File: config.mk
export PLATFORM = sky130hd
export DESIGN_NAME = scr1_tapc_fsm
export DESIGN_NICKNAME = d
export VERILOG_FILES = /design/src/rtl/scr1_tapc_pkg.sv /design/src/rtl/scr1_tapc_data_reg.sv /design/src/rtl/scr1_tapc_fsm.sv
export SDC_FILE = /design/constraint.sdc
export NUM_CORES = 1
export LEC_CHECK = 0
export BUFFER_PORTS_ARGS = -buffer_cell sky130_fd_sc_hd__buf_2
export CORE_ASPECT_RATIO = 0.5
export CORE_UTILIZATION = 35
export CTS_BUF_LIST = sky130_fd_sc_hd__clkbuf_2 sky130_fd_sc_hd__clkbuf_4 sky130_fd_sc_hd__clkbuf_8
export DETAILED_ROUTE_END_ITERATION = 8
export SLEW_MARGIN = 15
export SYNTH_ARGS = -nofsm -noshare
export SYNTH_HDL_FRONTEND = slang
export SYNTH_SLANG_ARGS = --single-unit
File: constraint.sdc
create_clock -name clk -period 1.6 [get_ports clk]
set_input_delay 0.08 -clock clk [delete_from_list [all_inputs] [get_ports clk]]
set_output_delay 0.08 -clock clk [all_outputs]
set_load 0.01 [all_outputs]
File: src/rtl/scr1_tapc_pkg.sv
// Shared definitions for the SCR1 JTAG TAP controller.
// Holds the TAP state encoding, the default IR width and the IR opcodes
// that the TAP controller recognises.
package scr1_tapc_pkg;

    // Default instruction register width in bits
    localparam int SCR1_TAP_IR_WIDTH_DFLT = 5;

    // IR opcodes. Any opcode not listed here selects the internal bypass register.
    localparam logic [4:0] SCR1_TAP_INSTR_IDCODE = 5'h01;
    localparam logic [4:0] SCR1_TAP_INSTR_DTMCS  = 5'h10;
    localparam logic [4:0] SCR1_TAP_INSTR_DMI    = 5'h11;
    localparam logic [4:0] SCR1_TAP_INSTR_BYPASS = 5'h1F;

    // IEEE 1149.1 TAP state encoding
    typedef logic [3:0] type_scr1_tap_state_e;

    localparam type_scr1_tap_state_e SCR1_TAP_STATE_TLR    = 4'd0;
    localparam type_scr1_tap_state_e SCR1_TAP_STATE_RTI    = 4'd1;
    localparam type_scr1_tap_state_e SCR1_TAP_STATE_SEL_DR = 4'd2;
    localparam type_scr1_tap_state_e SCR1_TAP_STATE_CAP_DR = 4'd3;
    localparam type_scr1_tap_state_e SCR1_TAP_STATE_SH_DR  = 4'd4;
    localparam type_scr1_tap_state_e SCR1_TAP_STATE_EX1_DR = 4'd5;
    localparam type_scr1_tap_state_e SCR1_TAP_STATE_PA_DR  = 4'd6;
    localparam type_scr1_tap_state_e SCR1_TAP_STATE_EX2_DR = 4'd7;
    localparam type_scr1_tap_state_e SCR1_TAP_STATE_UPD_DR = 4'd8;
    localparam type_scr1_tap_state_e SCR1_TAP_STATE_SEL_IR = 4'd9;
    localparam type_scr1_tap_state_e SCR1_TAP_STATE_CAP_IR = 4'd10;
    localparam type_scr1_tap_state_e SCR1_TAP_STATE_SH_IR  = 4'd11;
    localparam type_scr1_tap_state_e SCR1_TAP_STATE_EX1_IR = 4'd12;
    localparam type_scr1_tap_state_e SCR1_TAP_STATE_PA_IR  = 4'd13;
    localparam type_scr1_tap_state_e SCR1_TAP_STATE_EX2_IR = 4'd14;
    localparam type_scr1_tap_state_e SCR1_TAP_STATE_UPD_IR = 4'd15;

endpackage : scr1_tapc_pkg

File: src/rtl/scr1_tapc_data_reg.sv
// Generic JTAG data register: a serial shift register plus a parallel shadow.
// The shift part captures/shifts on the rising edge of TCK, the shadow is
// updated on the falling edge, as required for JTAG update semantics.
// Ports:
//   i_clk, i_rst_n     - TCK and asynchronous active-low reset
//   i_tlr              - high while the TAP is in Test-Logic-Reset (sync reload)
//   i_select           - register is the currently selected one
//   i_capture/i_shift/i_update - TAP control strobes
//   i_tdi              - serial input
//   i_din_parallel     - value loaded on capture
//   o_dout_parallel    - shadow value
//   o_dout_serial      - LSB of the shift register (serial output)
module scr1_tapc_data_reg #(
    parameter int                 WIDTH       = 5,
    parameter logic [WIDTH-1:0]   RESET_VALUE = '0
) (
    input  logic             i_clk,
    input  logic             i_rst_n,
    input  logic             i_tlr,
    input  logic             i_select,
    input  logic             i_capture,
    input  logic             i_shift,
    input  logic             i_update,
    input  logic             i_tdi,
    input  logic [WIDTH-1:0] i_din_parallel,
    output logic [WIDTH-1:0] o_dout_parallel,
    output logic             o_dout_serial
);

    logic [WIDTH-1:0] r_shift;
    logic [WIDTH-1:0] r_shadow;

    // Shift register: reload in TLR, capture parallel data, or shift LSB-first
    always_ff @(posedge i_clk or negedge i_rst_n) begin
        if (!i_rst_n) begin
            r_shift <= RESET_VALUE;
        end else if (i_tlr) begin
            r_shift <= RESET_VALUE;
        end else if (i_select && i_capture) begin
            r_shift <= i_din_parallel;
        end else if (i_select && i_shift) begin
            r_shift <= {i_tdi, r_shift[WIDTH-1:1]};
        end
    end

    // Shadow register updates on the falling edge so it is stable for the next TCK
    always_ff @(negedge i_clk or negedge i_rst_n) begin
        if (!i_rst_n) begin
            r_shadow <= RESET_VALUE;
        end else if (i_tlr) begin
            r_shadow <= RESET_VALUE;
        end else if (i_select && i_update) begin
            r_shadow <= r_shift;
        end
    end

    assign o_dout_parallel = r_shadow;
    assign o_dout_serial   = r_shift[0];

endmodule : scr1_tapc_data_reg

File: src/rtl/scr1_tapc_fsm.sv
// SCR1 JTAG TAP controller: 16-state IEEE 1149.1 FSM, instruction register,
// DR select decode, bypass register and TDO output stage.
// Ports:
//   clk, rst_n                  - TCK (both edges used) and async active-low reset
//   tms, tdi                    - JTAG inputs
//   tdo, tdo_en                 - JTAG output and its enable, registered on negedge
//   tap_rst_n_sync              - low while in Test-Logic-Reset, resets all DRs
//   fsm_dr_capture/shift/update - DR control strobes
//   dr_sel_idcode/dtmcs/dmi     - one-hot DR selects (all low selects bypass)
//   dr_tdo_idcode/dtmcs/dmi     - serial outputs of the external DRs
//   ir_value                    - current IR shadow value
module scr1_tapc_fsm
    import scr1_tapc_pkg::*;
#(
    parameter int                         SCR1_IR_WIDTH = SCR1_TAP_IR_WIDTH_DFLT,
    parameter logic [SCR1_IR_WIDTH-1:0]   SCR1_IR_RESET = 5'h01
) (
    input  logic                     clk,
    input  logic                     rst_n,
    input  logic                     tms,
    input  logic                     tdi,
    output logic                     tdo,
    output logic                     tdo_en,
    output logic                     tap_rst_n_sync,
    output logic                     fsm_dr_capture,
    output logic                     fsm_dr_shift,
    output logic                     fsm_dr_update,
    output logic                     dr_sel_idcode,
    output logic                     dr_sel_dtmcs,
    output logic                     dr_sel_dmi,
    input  logic                     dr_tdo_idcode,
    input  logic                     dr_tdo_dtmcs,
    input  logic                     dr_tdo_dmi,
    output logic [SCR1_IR_WIDTH-1:0] ir_value
);

    // Value captured into the IR in CAP_IR: LSB pattern 01 as the standard requires
    localparam logic [SCR1_IR_WIDTH-1:0] IR_CAPTURE_VAL = {{(SCR1_IR_WIDTH-1){1'b0}}, 1'b1};

    type_scr1_tap_state_e r_state;
    type_scr1_tap_state_e w_state_next;

    logic w_tlr;
    logic w_ir_capture;
    logic w_ir_shift;
    logic w_ir_update;
    logic w_ir_tdo;
    logic w_dr_tdo;
    logic r_bypass;

    // TAP state register
    always_ff @(posedge clk or negedge rst_n) begin
        if (!rst_n) begin
            r_state <= SCR1_TAP_STATE_TLR;
        end else begin
            r_state <= w_state_next;
        end
    end

    // Standard 1149.1 transitions driven by TMS
    always_comb begin
        w_state_next = SCR1_TAP_STATE_TLR;
        case (r_state)
            SCR1_TAP_STATE_TLR:    w_state_next = tms ? SCR1_TAP_STATE_TLR    : SCR1_TAP_STATE_RTI;
            SCR1_TAP_STATE_RTI:    w_state_next = tms ? SCR1_TAP_STATE_SEL_DR : SCR1_TAP_STATE_RTI;
            SCR1_TAP_STATE_SEL_DR: w_state_next = tms ? SCR1_TAP_STATE_SEL_IR : SCR1_TAP_STATE_CAP_DR;
            SCR1_TAP_STATE_CAP_DR: w_state_next = tms ? SCR1_TAP_STATE_EX1_DR : SCR1_TAP_STATE_SH_DR;
            SCR1_TAP_STATE_SH_DR:  w_state_next = tms ? SCR1_TAP_STATE_EX1_DR : SCR1_TAP_STATE_SH_DR;
            SCR1_TAP_STATE_EX1_DR: w_state_next = tms ? SCR1_TAP_STATE_UPD_DR : SCR1_TAP_STATE_PA_DR;
            SCR1_TAP_STATE_PA_DR:  w_state_next = tms ? SCR1_TAP_STATE_EX2_DR : SCR1_TAP_STATE_PA_DR;
            SCR1_TAP_STATE_EX2_DR: w_state_next = tms ? SCR1_TAP_STATE_UPD_DR : SCR1_TAP_STATE_SH_DR;
            SCR1_TAP_STATE_UPD_DR: w_state_next = tms ? SCR1_TAP_STATE_SEL_DR : SCR1_TAP_STATE_RTI;
            SCR1_TAP_STATE_SEL_IR: w_state_next = tms ? SCR1_TAP_STATE_TLR    : SCR1_TAP_STATE_CAP_IR;
            SCR1_TAP_STATE_CAP_IR: w_state_next = tms ? SCR1_TAP_STATE_EX1_IR : SCR1_TAP_STATE_SH_IR;
            SCR1_TAP_STATE_SH_IR:  w_state_next = tms ? SCR1_TAP_STATE_EX1_IR : SCR1_TAP_STATE_SH_IR;
            SCR1_TAP_STATE_EX1_IR: w_state_next = tms ? SCR1_TAP_STATE_UPD_IR : SCR1_TAP_STATE_PA_IR;
            SCR1_TAP_STATE_PA_IR:  w_state_next = tms ? SCR1_TAP_STATE_EX2_IR : SCR1_TAP_STATE_PA_IR;
            SCR1_TAP_STATE_EX2_IR: w_state_next = tms ? SCR1_TAP_STATE_UPD_IR : SCR1_TAP_STATE_SH_IR;
            SCR1_TAP_STATE_UPD_IR: w_state_next = tms ? SCR1_TAP_STATE_SEL_DR : SCR1_TAP_STATE_RTI;
            default:               w_state_next = SCR1_TAP_STATE_TLR;
        endcase
    end

    assign w_tlr          = (r_state == SCR1_TAP_STATE_TLR);
    assign w_ir_capture   = (r_state == SCR1_TAP_STATE_CAP_IR);
    assign w_ir_shift     = (r_state == SCR1_TAP_STATE_SH_IR);
    assign w_ir_update    = (r_state == SCR1_TAP_STATE_UPD_IR);

    assign tap_rst_n_sync = ~w_tlr;
    assign fsm_dr_capture = (r_state == SCR1_TAP_STATE_CAP_DR);
    assign fsm_dr_shift   = (r_state == SCR1_TAP_STATE_SH_DR);
    assign fsm_dr_update  = (r_state == SCR1_TAP_STATE_UPD_DR);

    // The IR is always selected; the FSM strobes alone decide when it acts
    scr1_tapc_data_reg #(
        .WIDTH       (SCR1_IR_WIDTH),
        .RESET_VALUE (SCR1_IR_RESET)
    ) i_ir_reg (
        .i_clk           (clk),
        .i_rst_n         (rst_n),
        .i_tlr           (w_tlr),
        .i_select        (1'b1),
        .i_capture       (w_ir_capture),
        .i_shift         (w_ir_shift),
        .i_update        (w_ir_update),
        .i_tdi           (tdi),
        .i_din_parallel  (IR_CAPTURE_VAL),
        .o_dout_parallel (ir_value),
        .o_dout_serial   (w_ir_tdo)
    );

    assign dr_sel_idcode = (ir_value == SCR1_IR_WIDTH'(SCR1_TAP_INSTR_IDCODE));
    assign dr_sel_dtmcs  = (ir_value == SCR1_IR_WIDTH'(SCR1_TAP_INSTR_DTMCS));
    assign dr_sel_dmi    = (ir_value == SCR1_IR_WIDTH'(SCR1_TAP_INSTR_DMI));

    // Bypass register: one bit of delay for any unrecognised instruction
    always_ff @(posedge clk or negedge rst_n) begin
        if (!rst_n) begin
            r_bypass <= 1'b0;
        end else if (fsm_dr_capture) begin
            r_bypass <= 1'b0;
        end else if (fsm_dr_shift) begin
            r_bypass <= tdi;
        end
    end

    // Serial bit of whichever DR the current instruction selects
    always_comb begin
        w_dr_tdo = r_bypass;
        if (dr_sel_idcode) begin
            w_dr_tdo = dr_tdo_idcode;
        end else if (dr_sel_dtmcs) begin
            w_dr_tdo = dr_tdo_dtmcs;
        end else if (dr_sel_dmi) begin
            w_dr_tdo = dr_tdo_dmi;
        end
    end

    // TDO stage on the falling edge; the last driven bit is held outside shift states
    always_ff @(negedge clk or negedge rst_n) begin
        if (!rst_n) begin
            tdo    <= 1'b0;
            tdo_en <= 1'b0;
        end else begin
            tdo_en <= w_ir_shift | fsm_dr_shift;
            if (w_ir_shift) begin
                tdo <= w_ir_tdo;
            end else if (fsm_dr_shift) begin
                tdo <= w_dr_tdo;
            end
        end
    end

endmodule : scr1_tapc_fsm

==> run_results.csv <==
group,metric,value,unit
outcome,status,"finished with violations",
outcome,violations,"setup timing",
cells_and_area,nFillCells,229,
power_and_ir_drop,vdd_drop_max,0.0005817,V
power_and_ir_drop,power.density,1693,nW/um^2
routing,ant_nets,0,
floorplan,ios,21,
cells_and_area,areaGrowthSynthToFinish,63.00,%
floorplan,initial_core_util,38.18,%
clocking,clockBufferDepth,2,
cells_and_area,finalNonFillerCells,217,
yosys,synth_top_area_cell,"dfrtp_1",
grt,gr-total-overflow,0,
yosys,synth_top_cells_by_count,"nor2_1, a21oi_1, o22ai_1",
grt,antenna_found_initial,0,
routing,first_pass_iters,4,
timing,rsz0062_at_grt,"true",
grt,grt_max_degree,15,
timing,layout_setup_ws,-0.5009,ns
placement,place_area,1428,um^2
clocking,cts_tree,"yes",
clocking,clkSinkCount,17,
critical_path,end_kind,"output pin",
yosys,synthArstFlopShare,100.0,%
yosys,yosysWarnings,0,
timing,setup_viol,17,
worst_hold_path,hold_path.class,"input pin to flip-flop",
yosys,syn_inst,118,
yosys,synth_edf_count,0,
routing,vias_per_cell,5.055,
timing,relSlewSlack,75.57,%
routing,drc,0,
run,drv_cap,0,
grt,grt_pass1_wl,4.602,mm
yosys,synth_ff_type,"dfrtp_1",
yosys,synth.top_cells.by_area,"dfrtp_1, dfrtn_1, o22ai_1, nor2_1, dfstp_2",
placement,port-buffer-count,20,
floorplan,die_h,40.26,um
critical_path,path_max_fanout,3,
cells_and_area,design_area,1670,um^2
routing,drt_iter0_drc,58,
grt,grt_pass1_vias,1010,
clocking,clk_latency,0.31,ns
cells_and_area,drive_above_1_share,53.89,%
yosys,yosysMostFrequentCell,"nor2_1",
yosys,synth_top_area_share,21.98,%
critical_path,worstPathArrival,2.02,ns
yosys,syn_nets,125,
yosys,netlist_area,1025,um^2
critical_path,path_class,"flip-flop to output pin",
clocking,clk_pin_slew,0.07,ns
cells_and_area,diodes,0,
yosys,ys_ff_latch,17,
placement,dp_slack,-0.4072,ns
timing,skew,0.06031,ns
yosys,ys_types,35,
floorplan,die_x,78.52,um
placement,hpwl,2.039,mm
clocking,numCtsBuffers,3,
timing,tightest_slew,0.3640,ns
clocking,root_buffer,"clkbuf_8",
routing,wirelength,2.828,mm
yosys,syn_avg_cell_area,8.684,um^2
routing,avgRoutedWirePerCell,13.03,um
timing,hold_violations,0,
power_and_ir_drop,p_leak,0.8067,nW
floorplan,rows,13,
yosys,synth-seq-area-share,41.76,%
critical_path,cp-start-kind,"flip-flop",
routing,vias,1097,
grt,track_usage,19.91,%
cells_and_area,fin_nets,188,
placement,place_congestion,0.8497,
critical_path,critPathRequiredTime,1.52,ns
floorplan,fp.coreArea,2684,um^2
clocking,htree_num_levels,1,
floorplan,die-area,3161,um^2
placement,placed_cells,200,
timing,final_max_slew_viol_count,0,
## where the power goes
| group | internal (mW) | switching [mW] |
|---|---|---|
| combinational | 0.946 | 0.821 |
| clock | 0.175 | 0.161 |
| sequential | 0.581 | 0.145 |
## sequential cells by signal (all words and copies together) (netlist names)
signal	flops
tdo_en	1
r_state	4
i_ir_reg.r_shift	5
i_ir_reg.o_dout_parallel	5
tdo	1
r_bypass	1
## layout make-up
cell class / instances / area [um^2] / share of cell area (%)
Inverter: 8 / 30.03 / 1.798
Sequential cell: 17 / 431.7 / 25.84
Timing Repair Buffer: 68 / 529.3 / 31.69
Tap cell: 37 / 46.29 / 2.772
Multi-Input combinational cell: 82 / 583.1 / 34.91
Clock buffer: 3 / 41.29 / 2.472
Clock inverter: 2 / 8.758 / 0.5243
## critical path, stage by stage (launching register included)
cell	delay, ns
dfrtn_1	0.37
nor3_4	0.24
nor3b_4	0.20
buf_2	0.15
## layer usage
metal | vias to the layer above | wire [um] | track usage, %
met5 | - | 0 | 0
met4 | 0 | 21 | 3.704
met1 | 526 | 1435 | 24.69
met2 | 19 | 1304 | 36.74
li1 | 548 | - | -
met3 | 4 | 66 | 5.000
## per-stage QoR
step | setup TNS (ns) | power [mW] | utilization, % | hold slack (ns)
6_report | -5.246 | 2.828 | 62.24 | 0.1007
5_1_grt | -6.082 | 3.060 | 62.24 | 0.1302
4_1_cts | -5.093 | 2.689 | 59.86 | 0.1041
3_5_place_dp | -3.374 | 2.206 | 53.19 | -0.01895
3_3_place_gp | -3.166 | 2.189 | 53.19 | -0.01601
2_1_floorplan | -2.847 | 1.641 | - | -0.2156
## final timing paths
check	start	endpoint	slack, ns	depth (start not counted)
hold / removal	tdi	r_bypass$_DFFE_PN0P_	0.10	3
min in group asynchronous	rst_n	r_state[3]$_DFF_PN0_	0.23	2
hold reg to reg	r_bypass$_DFFE_PN0P_	r_bypass$_DFFE_PN0P_	0.60	2
max in group asynchronous	rst_n	i_ir_reg.o_dout_parallel[0]$_DFFE_NN1P_	0.34	2
setup reg to reg	r_state[3]$_DFF_PN0_	i_ir_reg.o_dout_parallel[4]$_DFFE_NN0P_	-0.39	3
setup / recovery	i_ir_reg.o_dout_parallel[2]$_DFFE_NN0P_	dr_sel_idcode	-0.50	3
## repair_timing
| item | in CTS | in global routing |
|---|---|---|
| gates resized for setup | 20 | 7 |
| setup endpoints to repair | 17 | 17 |
| endpoints found under the hold margin | 10 | 0 |
| pin swaps | 14 | 5 |
| hold buffers | 1 | 0 |
| setup buffers | 8 | 5 |
## cells by family after synthesis
family	share of synthesized area (%)
compound gates	25.64
xor+xnor	0.8549
buf+inv	9.279
flops	41.76
mux	3.053
simple gates	19.41
## layout by cell type, fill, tap and decap left out, drive strengths merged, types with 2 or more instances in the layout
cell type,synthesis,layout
a21oi,10,10
clkbuf,0,3
dfstp,2,2
nor3,4,4
a22o,6,6
nand3,2,2
inv,9,9
o32ai,2,2
and3,3,3
a31oi,2,2
nand2b,2,2
nor2,15,15
mux2i,2,2
o22ai,10,10
buf,10,67
o21ai,3,3
dfrtp,9,9
dfrtn,6,6
nand2,9,9
Power figures use the tool's default switching activity.
